<file path="config.mk">
export PLATFORM = sky130hd
export DESIGN_NAME = diff_arbiter
export DESIGN_NICKNAME = d
export VERILOG_FILES = /design/src/rtl/kgp_diff_pkg.sv /design/src/rtl/diff_slice_encoder.sv /design/src/rtl/diff_arbiter.sv
export SDC_FILE = /design/constraint.sdc
export NUM_CORES = 1
export LEC_CHECK = 0
export BUFFER_PORTS_ARGS = -buffer_cell sky130_fd_sc_hd__buf_4
export CAP_MARGIN = 0
export CORE_MARGIN = 5
export CORE_UTILIZATION = 49
export CTS_CLUSTER_SIZE = 12
export DETAILED_ROUTE_END_ITERATION = 12
export PLACE_DENSITY = 0.86
export RECOVER_POWER = 25
export SLEW_MARGIN = 15
export SYNTH_ARGS = -nofsm -noshare
export SYNTH_HDL_FRONTEND = slang
export SYNTH_HIERARCHICAL = 1
export SYNTH_SLANG_ARGS = --single-unit
</file>
<file path="constraint.sdc">
create_clock -name clk -period 3.6 [get_ports clk]
set_input_delay 0.72 -clock clk [delete_from_list [all_inputs] [get_ports clk]]
set_output_delay 0.72 -clock clk [all_outputs]
set_load 0.01 [all_outputs]
</file>
<file path="src/rtl/kgp_diff_pkg.sv">
`default_nettype none
// ============================================================================
// Module      : kgp_diff_pkg
// Description : Shared constants and FSM state type for the KGP-RISC
//               difference unit (diff_arbiter and its slice encoder).
// Revision    : 1.0 - initial release
// ============================================================================
package kgp_diff_pkg;

  localparam int DATA_W     = 32;
  localparam int RES_W      = 6;
  localparam int SLICE_W    = 8;
  localparam int NUM_SLICES = DATA_W / SLICE_W;
  localparam int K_W        = $clog2(NUM_SLICES);
  localparam int IDX_W      = $clog2(SLICE_W);

  // Result reported when the two operands are identical.
  localparam logic [RES_W-1:0] EQUAL_POS = 6'd32;

  // Controller states.
  typedef enum logic [1:0] {
    IDLE = 2'd0,
    SCAN = 2'd1,
    RESP = 2'd2
  } state_t;

endpackage : kgp_diff_pkg
`default_nettype wire

</file>
<file path="src/rtl/diff_slice_encoder.sv">
`default_nettype none
// ============================================================================
// Module      : diff_slice_encoder
// Description : Combinational lowest-set-bit finder for one 8-bit slice.
//               idx is the position of the lowest 1 bit; nz flags that any
//               bit is set (idx is 0 when the slice is all zero).
// Revision    : 1.0 - initial release
// ============================================================================
module diff_slice_encoder
  import kgp_diff_pkg::*;
(
  input  logic [SLICE_W-1:0] slice,
  output logic [IDX_W-1:0]   idx,
  output logic               nz
);

  // Scan from the top down so the lowest set bit is the last one written.
  always_comb begin
    idx = '0;
    nz  = |slice;
    for (int i = SLICE_W - 1; i >= 0; i--) begin
      if (slice[i]) begin
        idx = IDX_W'(i);
      end
    end
  end

endmodule : diff_slice_encoder
`default_nettype wire

</file>
<file path="src/rtl/diff_arbiter.sv">
`default_nettype none
// ============================================================================
// Module      : diff_arbiter
// Description : Two-port round-robin front end for the difference unit.
//               The winning request's operands are XORed and scanned one
//               8-bit slice per cycle (early exit on the first non-zero
//               slice); the tagged result is returned on a valid/ready
//               response channel.
// Revision    : 1.0 - initial release
// ============================================================================
module diff_arbiter
  import kgp_diff_pkg::*;
(
  input  logic              clk,
  input  logic              rst,

  input  logic              req0_valid,
  output logic              req0_ready,
  input  logic [DATA_W-1:0] req0_a,
  input  logic [DATA_W-1:0] req0_b,

  input  logic              req1_valid,
  output logic              req1_ready,
  input  logic [DATA_W-1:0] req1_a,
  input  logic [DATA_W-1:0] req1_b,

  output logic              rsp_valid,
  input  logic              rsp_ready,
  output logic              rsp_id,
  output logic [RES_W-1:0]  rsp_pos,
  output logic              rsp_equal
);

  state_t              r_state;
  state_t              w_state_nxt;
  logic                r_last_grant;
  logic [DATA_W-1:0]   r_x;
  logic                r_id;
  logic [K_W-1:0]      r_k;
  logic [RES_W-1:0]    r_pos;
  logic                r_equal;

  logic                w_winner;
  logic                w_any_valid;
  logic                w_accept;
  logic [DATA_W-1:0]   w_x_in;
  logic [SLICE_W-1:0]  w_slice;
  logic [IDX_W-1:0]    w_idx;
  logic                w_nz;
  logic                w_last_slice;

  // Round-robin pick: a lone requester always wins; on contention the port
  // that was not granted last time goes first.
  always_comb begin
    w_any_valid = req0_valid | req1_valid;
    if (req0_valid && req1_valid) begin
      w_winner = ~r_last_grant;
    end else begin
      w_winner = req1_valid;
    end
    req0_ready = (r_state == IDLE) && w_any_valid && !w_winner;
    req1_ready = (r_state == IDLE) && w_any_valid &&  w_winner;
    w_accept   = req0_ready | req1_ready;
    w_x_in     = w_winner ? (req1_a ^ req1_b) : (req0_a ^ req0_b);
  end

  // Select the slice currently being examined.
  always_comb begin
    w_slice      = r_x[{r_k, 3'b000} +: SLICE_W];
    w_last_slice = (r_k == K_W'(NUM_SLICES - 1));
  end

  diff_slice_encoder u_enc (
    .slice (w_slice),
    .idx   (w_idx),
    .nz    (w_nz)
  );

  // Next-state decode.
  always_comb begin
    w_state_nxt = r_state;
    case (r_state)
      IDLE: begin
        if (w_accept) begin
          w_state_nxt = SCAN;
        end
      end
      SCAN: begin
        if (w_nz || w_last_slice) begin
          w_state_nxt = RESP;
        end
      end
      RESP: begin
        if (rsp_ready) begin
          w_state_nxt = IDLE;
        end
      end
      default: w_state_nxt = IDLE;
    endcase
  end

  // State register.
  always_ff @(posedge clk) begin
    if (rst) begin
      r_state <= IDLE;
    end else begin
      r_state <= w_state_nxt;
    end
  end

  // Operand capture, slice counter and round-robin pointer. Reset favours
  // port 0 on the first contended cycle.
  always_ff @(posedge clk) begin
    if (rst) begin
      r_last_grant <= 1'b1;
      r_x          <= '0;
      r_id         <= 1'b0;
      r_k          <= '0;
    end else begin
      if (w_accept) begin
        r_x          <= w_x_in;
        r_id         <= w_winner;
        r_k          <= '0;
        r_last_grant <= w_winner;
      end else if ((r_state == SCAN) && !w_nz && !w_last_slice) begin
        r_k <= r_k + K_W'(1);
      end
    end
  end

  // Result registers; written only on leaving SCAN so they hold through RESP.
  always_ff @(posedge clk) begin
    if (rst) begin
      r_pos   <= '0;
      r_equal <= 1'b0;
    end else if (r_state == SCAN) begin
      if (w_nz) begin
        r_pos   <= {1'b0, r_k, w_idx};
        r_equal <= 1'b0;
      end else if (w_last_slice) begin
        r_pos   <= EQUAL_POS;
        r_equal <= 1'b1;
      end
    end
  end

  // Response channel drive.
  always_comb begin
    rsp_valid = (r_state == RESP);
    rsp_id    = r_id;
    rsp_pos   = r_pos;
    rsp_equal = r_equal;
  end

endmodule : diff_arbiter
`default_nettype wire

</file>
==> flow_summary.html <==
<table>
<tr><th>Metric</th><th>Value</th></tr>
<tr><th colspan="2">Yosys</th></tr>
<tr><td>Proportion of synthesized chip area in sequential cells</td><td>0.3284</td></tr>
<tr><td>Synth top area share</td><td>0.3284</td></tr>
<tr><td>Net count of the mapped netlist</td><td>423</td></tr>
<tr><td>Library cell with the largest summed area after synthesis</td><td>sky130_fd_sc_hd__dfxtp_1</td></tr>
<tr><td>Avg Inst Size Synth</td><td>9.282 um2</td></tr>
<tr><td>Mapped cell area</td><td>0.002683 mm2</td></tr>
<tr><td>Total of flip-flops plus latches after synthesis</td><td>44</td></tr>
<tr><td>Number of flops mapped to enable cells by yosys</td><td>0</td></tr>
<tr><td>Leading cell type by number of instances after synthesis</td><td>sky130_fd_sc_hd__nand2_1</td></tr>
<tr><td>Top area cells in the synthesized netlist</td><td>sky130_fd_sc_hd__dfxtp_1 (33%), sky130_fd_sc_hd__xnor2_1 (21%), sky130_fd_sc_hd__a32o_1 (12%), sky130_fd_sc_hd__nand2_1 (9.8%), sky130_fd_sc_hd__mux4_2 (6.7%)</td></tr>
<tr><td>FFs w/ async S/R, synth</td><td>0</td></tr>
<tr><td>Most numerous cell types in the synthesized netlist</td><td>sky130_fd_sc_hd__nand2_1 (70), sky130_fd_sc_hd__xnor2_1 (64), sky130_fd_sc_hd__dfxtp_1 (44)</td></tr>
<tr><td>Synth warnings</td><td>6</td></tr>
<tr><td>Number of distinct library cells after synthesis</td><td>37</td></tr>
<tr><td>Gate count after technology mapping</td><td>289</td></tr>
<tr><td>Dominant register cell in the synthesized netlist</td><td>sky130_fd_sc_hd__dfxtp_1</td></tr>
<tr><th colspan="2">Detailed routing</th></tr>
<tr><td>Count of unresolved DRC violations after routing</td><td>0</td></tr>
<tr><td>Average wire per cell in the routed design</td><td>15.42 um</td></tr>
<tr><td>Drt first pass iters</td><td>4</td></tr>
<tr><td>Via total after detailed routing</td><td>2637</td></tr>
<tr><td>Detailed-route vias per instance</td><td>5.349</td></tr>
<tr><td>Starting DRT DRC Count</td><td>125</td></tr>
<tr><td>Total Routed Length</td><td>7.600 mm</td></tr>
<tr><td>Post-route ant nets</td><td>0</td></tr>
<tr><th colspan="2">STA</th></tr>
<tr><td>Number of slew-limit violations in the final report</td><td>36</td></tr>
<tr><td>Post-layout min period</td><td>2.793 ns</td></tr>
<tr><td>RSZ-0062 raised after global routing</td><td>no</td></tr>
<tr><td>Upper clock frequency limit</td><td>0.3580 GHz</td></tr>
<tr><td>Clock skew</td><td>0.01099 ns</td></tr>
<tr><td>Hold WS</td><td>0.4679 ns</td></tr>
<tr><td>Fraction of the cycle the final worst path needs</td><td>0.7759</td></tr>
<tr><td>Final worst setup slack</td><td>0.8066 ns</td></tr>
<tr><td>Slew at the pin closest to its max-slew limit</td><td>1.554 ns</td></tr>
<tr><td>Final setup violation count</td><td>0</td></tr>
<tr><td>Max-slew headroom</td><td>-0.03620</td></tr>
<tr><td>Final hold viol count</td><td>0</td></tr>
<tr><td>Summed negative setup slack over all endpoints</td><td>0 ns</td></tr>
<tr><th colspan="2">Critical path</th></tr>
<tr><td>Max Fanout on Critical Path</td><td>11</td></tr>
<tr><td>Reg2reg setup slack</td><td>0.81 ns</td></tr>
<tr><td>Largest stage delay on the critical path</td><td>0.71 ns</td></tr>
<tr><td>Data required time at the worst endpoint</td><td>3.79 ns</td></tr>
<tr><td>Sequence of cells on the critical path</td><td>mux4_2 -&gt; nor4_2 -&gt; nand3_1 -&gt; nor4b_2 -&gt; xor2_1 -&gt; and2_1</td></tr>
<tr><td>Cell at the slowest stage of the critical path</td><td>sky130_fd_sc_hd__dfxtp_1</td></tr>
<tr><td>Crit path capture type</td><td>flop</td></tr>
<tr><td>Critical path data arrival time</td><td>2.98 ns</td></tr>
<tr><td>Setup Crit Path Kind</td><td>flop to flop</td></tr>
<tr><td>Buf+Inv Stages, Crit Path</td><td>0</td></tr>
<tr><td>Cell family contributing the most delay on the critical path</td><td>simple AND/OR/NAND/NOR gates</td></tr>
<tr><td>Sort of element at the start of the critical path</td><td>flop</td></tr>
<tr><th colspan="2">Place</th></tr>
<tr><td>Cells after DPL</td><td>487</td></tr>
<tr><td>Worst setup slack after placement</td><td>0.8444 ns</td></tr>
<tr><td>GPL Wtd Cong</td><td>0.8284</td></tr>
<tr><td>Buffers on Ports</td><td>143</td></tr>
<tr><td>Placement-stage cell area</td><td>0.003742 mm2</td></tr>
<tr><td>HPWL after detailed placement</td><td>6.197 mm</td></tr>
<tr><th colspan="2">GRT</th></tr>
<tr><td>First-pass GRT wire length</td><td>12.38 mm</td></tr>
<tr><td>Number of global-route vias before repair</td><td>2769</td></tr>
<tr><td>Largest net degree at the start of global routing</td><td>36</td></tr>
<tr><td>Antenna violations before repair</td><td>0</td></tr>
<tr><td>Grt ovf</td><td>0</td></tr>
<tr><td>All-Layer GR Usage</td><td>0.2155</td></tr>
<tr><th colspan="2">Flow run</th></tr>
<tr><td>Max-cap check violation count</td><td>1</td></tr>
<tr><th colspan="2">Hold path</th></tr>
<tr><td>Kind of path behind the tightest hold check</td><td>flop to flop</td></tr>
<tr><th colspan="2">Layout</th></tr>
<tr><td>Post-route cell area</td><td>0.003790 mm2</td></tr>
<tr><td>Core Util, Final</td><td>0.7012</td></tr>
<tr><td>Nets@finish</td><td>556</td></tr>
<tr><td>Fraction of final layout cells sized beyond drive strength 1</td><td>0.3682</td></tr>
<tr><td>Antenna cells</td><td>0</td></tr>
<tr><td>Number of standard cells in the final layout excluding fillers</td><td>493</td></tr>
<tr><td>Area delta synth-&gt;final</td><td>41.28%</td></tr>
<tr><th colspan="2">CTS</th></tr>
<tr><td>Number of gates resized after CTS</td><td>0</td></tr>
<tr><td>Clock-pin slew reported for the worst setup and hold paths after clock tree synthesis</td><td>0.07 ns</td></tr>
<tr><td>Largest buffer count on any clock path</td><td>2</td></tr>
<tr><td>TritonCTS clock tree</td><td>built</td></tr>
<tr><td>Root Buffer</td><td>sky130_fd_sc_hd__clkbuf_8</td></tr>
<tr><td>Total number of H-tree levels</td><td>2</td></tr>
<tr><td>Sink Count</td><td>44</td></tr>
<tr><td>Number of buffers created by CTS</td><td>5</td></tr>
<tr><td>Worst skew pair latency</td><td>0.30 ns</td></tr>
<tr><td>Hold Buf Count CTS</td><td>0</td></tr>
<tr><td>Postcts setup bufs</td><td>0</td></tr>
<tr><th colspan="2">Floorplanning</th></tr>
<tr><td>DIE HEIGHT</td><td>83.99 um</td></tr>
<tr><td>Area inside the core boundary</td><td>0.005405 mm2</td></tr>
<tr><td>Total number of placement rows</td><td>27</td></tr>
<tr><td>Die width</td><td>83.99 um</td></tr>
<tr><td>Initial cell density of the core</td><td>0.4963</td></tr>
<tr><td>Number of top-level pins</td><td>144</td></tr>
<tr><td>DIE AREA</td><td>0.007054 mm2</td></tr>
<tr><th colspan="2">Power and ir drop</th></tr>
<tr><td>Power per cell area</td><td>387.2 mW/mm2</td></tr>
<tr><td>Total power</td><td>1.467 mW</td></tr>
<tr><td>Leakage power total</td><td>1.589 nW</td></tr>
<tr><td>Worst voltage drop across the vdd grid</td><td>0.0001949 V</td></tr>
<tr><th colspan="2">Run status</th></tr>
<tr><td>Violations in the final reports</td><td>max-capacitance violations, max-slew violations</td></tr>
<tr><td>Status</td><td>complete, but fails checks</td></tr>
</table>
==> cells by family (layout without fill, tap and decap cells) <==
kind of cell / after synthesis / in the layout / share of synthesized area
compound gates: 55 / 55 / 0.1791
xor+xnor: 65 / 65 / 0.2122
fa+ha+maj: 1 / 1 / 0.004663
buf+inv: 21 / 153 / 0.04710
flops: 44 / 44 / 0.3284
mux: 9 / 9 / 0.07089
simple gates: 94 / 94 / 0.1576
==> layout by cell type (no fill, tap or decap) <==
cell type	n
sky130_fd_sc_hd__nand2b_1	1
sky130_fd_sc_hd__nor4b_2	1
sky130_fd_sc_hd__o41ai_1	1
sky130_fd_sc_hd__xor2_1	1
sky130_fd_sc_hd__mux2i_1	1
sky130_fd_sc_hd__dfxtp_1	44
sky130_fd_sc_hd__a21boi_2	1
sky130_fd_sc_hd__a32o_1	32
sky130_fd_sc_hd__a21bo_1	1
sky130_fd_sc_hd__o21bai_1	1
sky130_fd_sc_hd__and3b_1	2
sky130_fd_sc_hd__bufinv_16	1
sky130_fd_sc_hd__nor4_2	1
sky130_fd_sc_hd__nand2_1	70
sky130_fd_sc_hd__mux4_2	8
sky130_fd_sc_hd__ha_1	1
sky130_fd_sc_hd__xnor2_1	64
sky130_fd_sc_hd__o21a_1	2
sky130_fd_sc_hd__or2_0	1
sky130_fd_sc_hd__a21boi_0	1
sky130_fd_sc_hd__clkbuf_8	5
sky130_fd_sc_hd__nor2b_1	5
sky130_fd_sc_hd__and2_1	1
sky130_fd_sc_hd__a21oi_1	7
sky130_fd_sc_hd__a22o_1	1
sky130_fd_sc_hd__inv_1	2
sky130_fd_sc_hd__nand3_1	1
sky130_fd_sc_hd__and3_4	1
sky130_fd_sc_hd__clkbuf_1	9
sky130_fd_sc_hd__a21oi_2	1
sky130_fd_sc_hd__nor3_1	1
sky130_fd_sc_hd__nor2_1	9
sky130_fd_sc_hd__a221o_1	1
sky130_fd_sc_hd__buf_4	136
sky130_fd_sc_hd__o21ai_0	6
==> final timing paths <==
path | end | cells after the start | startpoint
setup / recovery | r_k[0]$_SDFFE_PP0P_ | 6 | r_k[0]$_SDFFE_PP0P_
hold reg to reg | r_x[22]$_SDFFE_PP0P_ | 1 | r_x[22]$_SDFFE_PP0P_
setup reg to reg | r_k[0]$_SDFFE_PP0P_ | 6 | r_k[0]$_SDFFE_PP0P_
hold / removal | r_x[22]$_SDFFE_PP0P_ | 1 | r_x[22]$_SDFFE_PP0P_
==> worst register-to-register path, stage by stage (launching register included) <==
cell and delay [ns]:
sky130_fd_sc_hd__dfxtp_1 0.71, sky130_fd_sc_hd__mux4_2 0.64, sky130_fd_sc_hd__nor4_2 0.36, sky130_fd_sc_hd__nand3_1 0.19, sky130_fd_sc_hd__nor4b_2 0.46, sky130_fd_sc_hd__xor2_1 0.13, sky130_fd_sc_hd__and2_1 0.19
==> state kept, by name, indices dropped and copies added (netlist names) <==
| signal | flops |
|---|---|
| r_k | 2 |
| rsp_pos | 6 |
| r_last_grant | 1 |
| r_state | 2 |
| r_x | 32 |
| rsp_id | 1 |
==> cell type report <==
cell class              instances  area, um2
multi-input cells             224       1658
fillers                       459       1615
repair buffers                145       1055
flip-flops and latches         44      880.8
well taps                      72      90.09
clock buffers                   5      68.82
clock inverters                 1      30.03
inverters                       2      7.507
==> layer usage <==
layer	up-vias	GRT usage	wire, um	part of all wire
met3	17	0.06219	419	0.055
met5	-	0	0	0
met2	97	0.4020	4211	0.55
met4	0	0.08187	161	0.021
li1	1278	-	-	-
met1	1245	0.2261	2807	0.37
==> where the power goes <==
part           total, mW  leakage, nW  internal (mW)  switching (mW)
clock              0.356       0.0501          0.199           0.157
combinational      0.493         1.18          0.273           0.220
sequential         0.618        0.362          0.563          0.0552
Note: power is estimated with default switching activity, not from simulation.
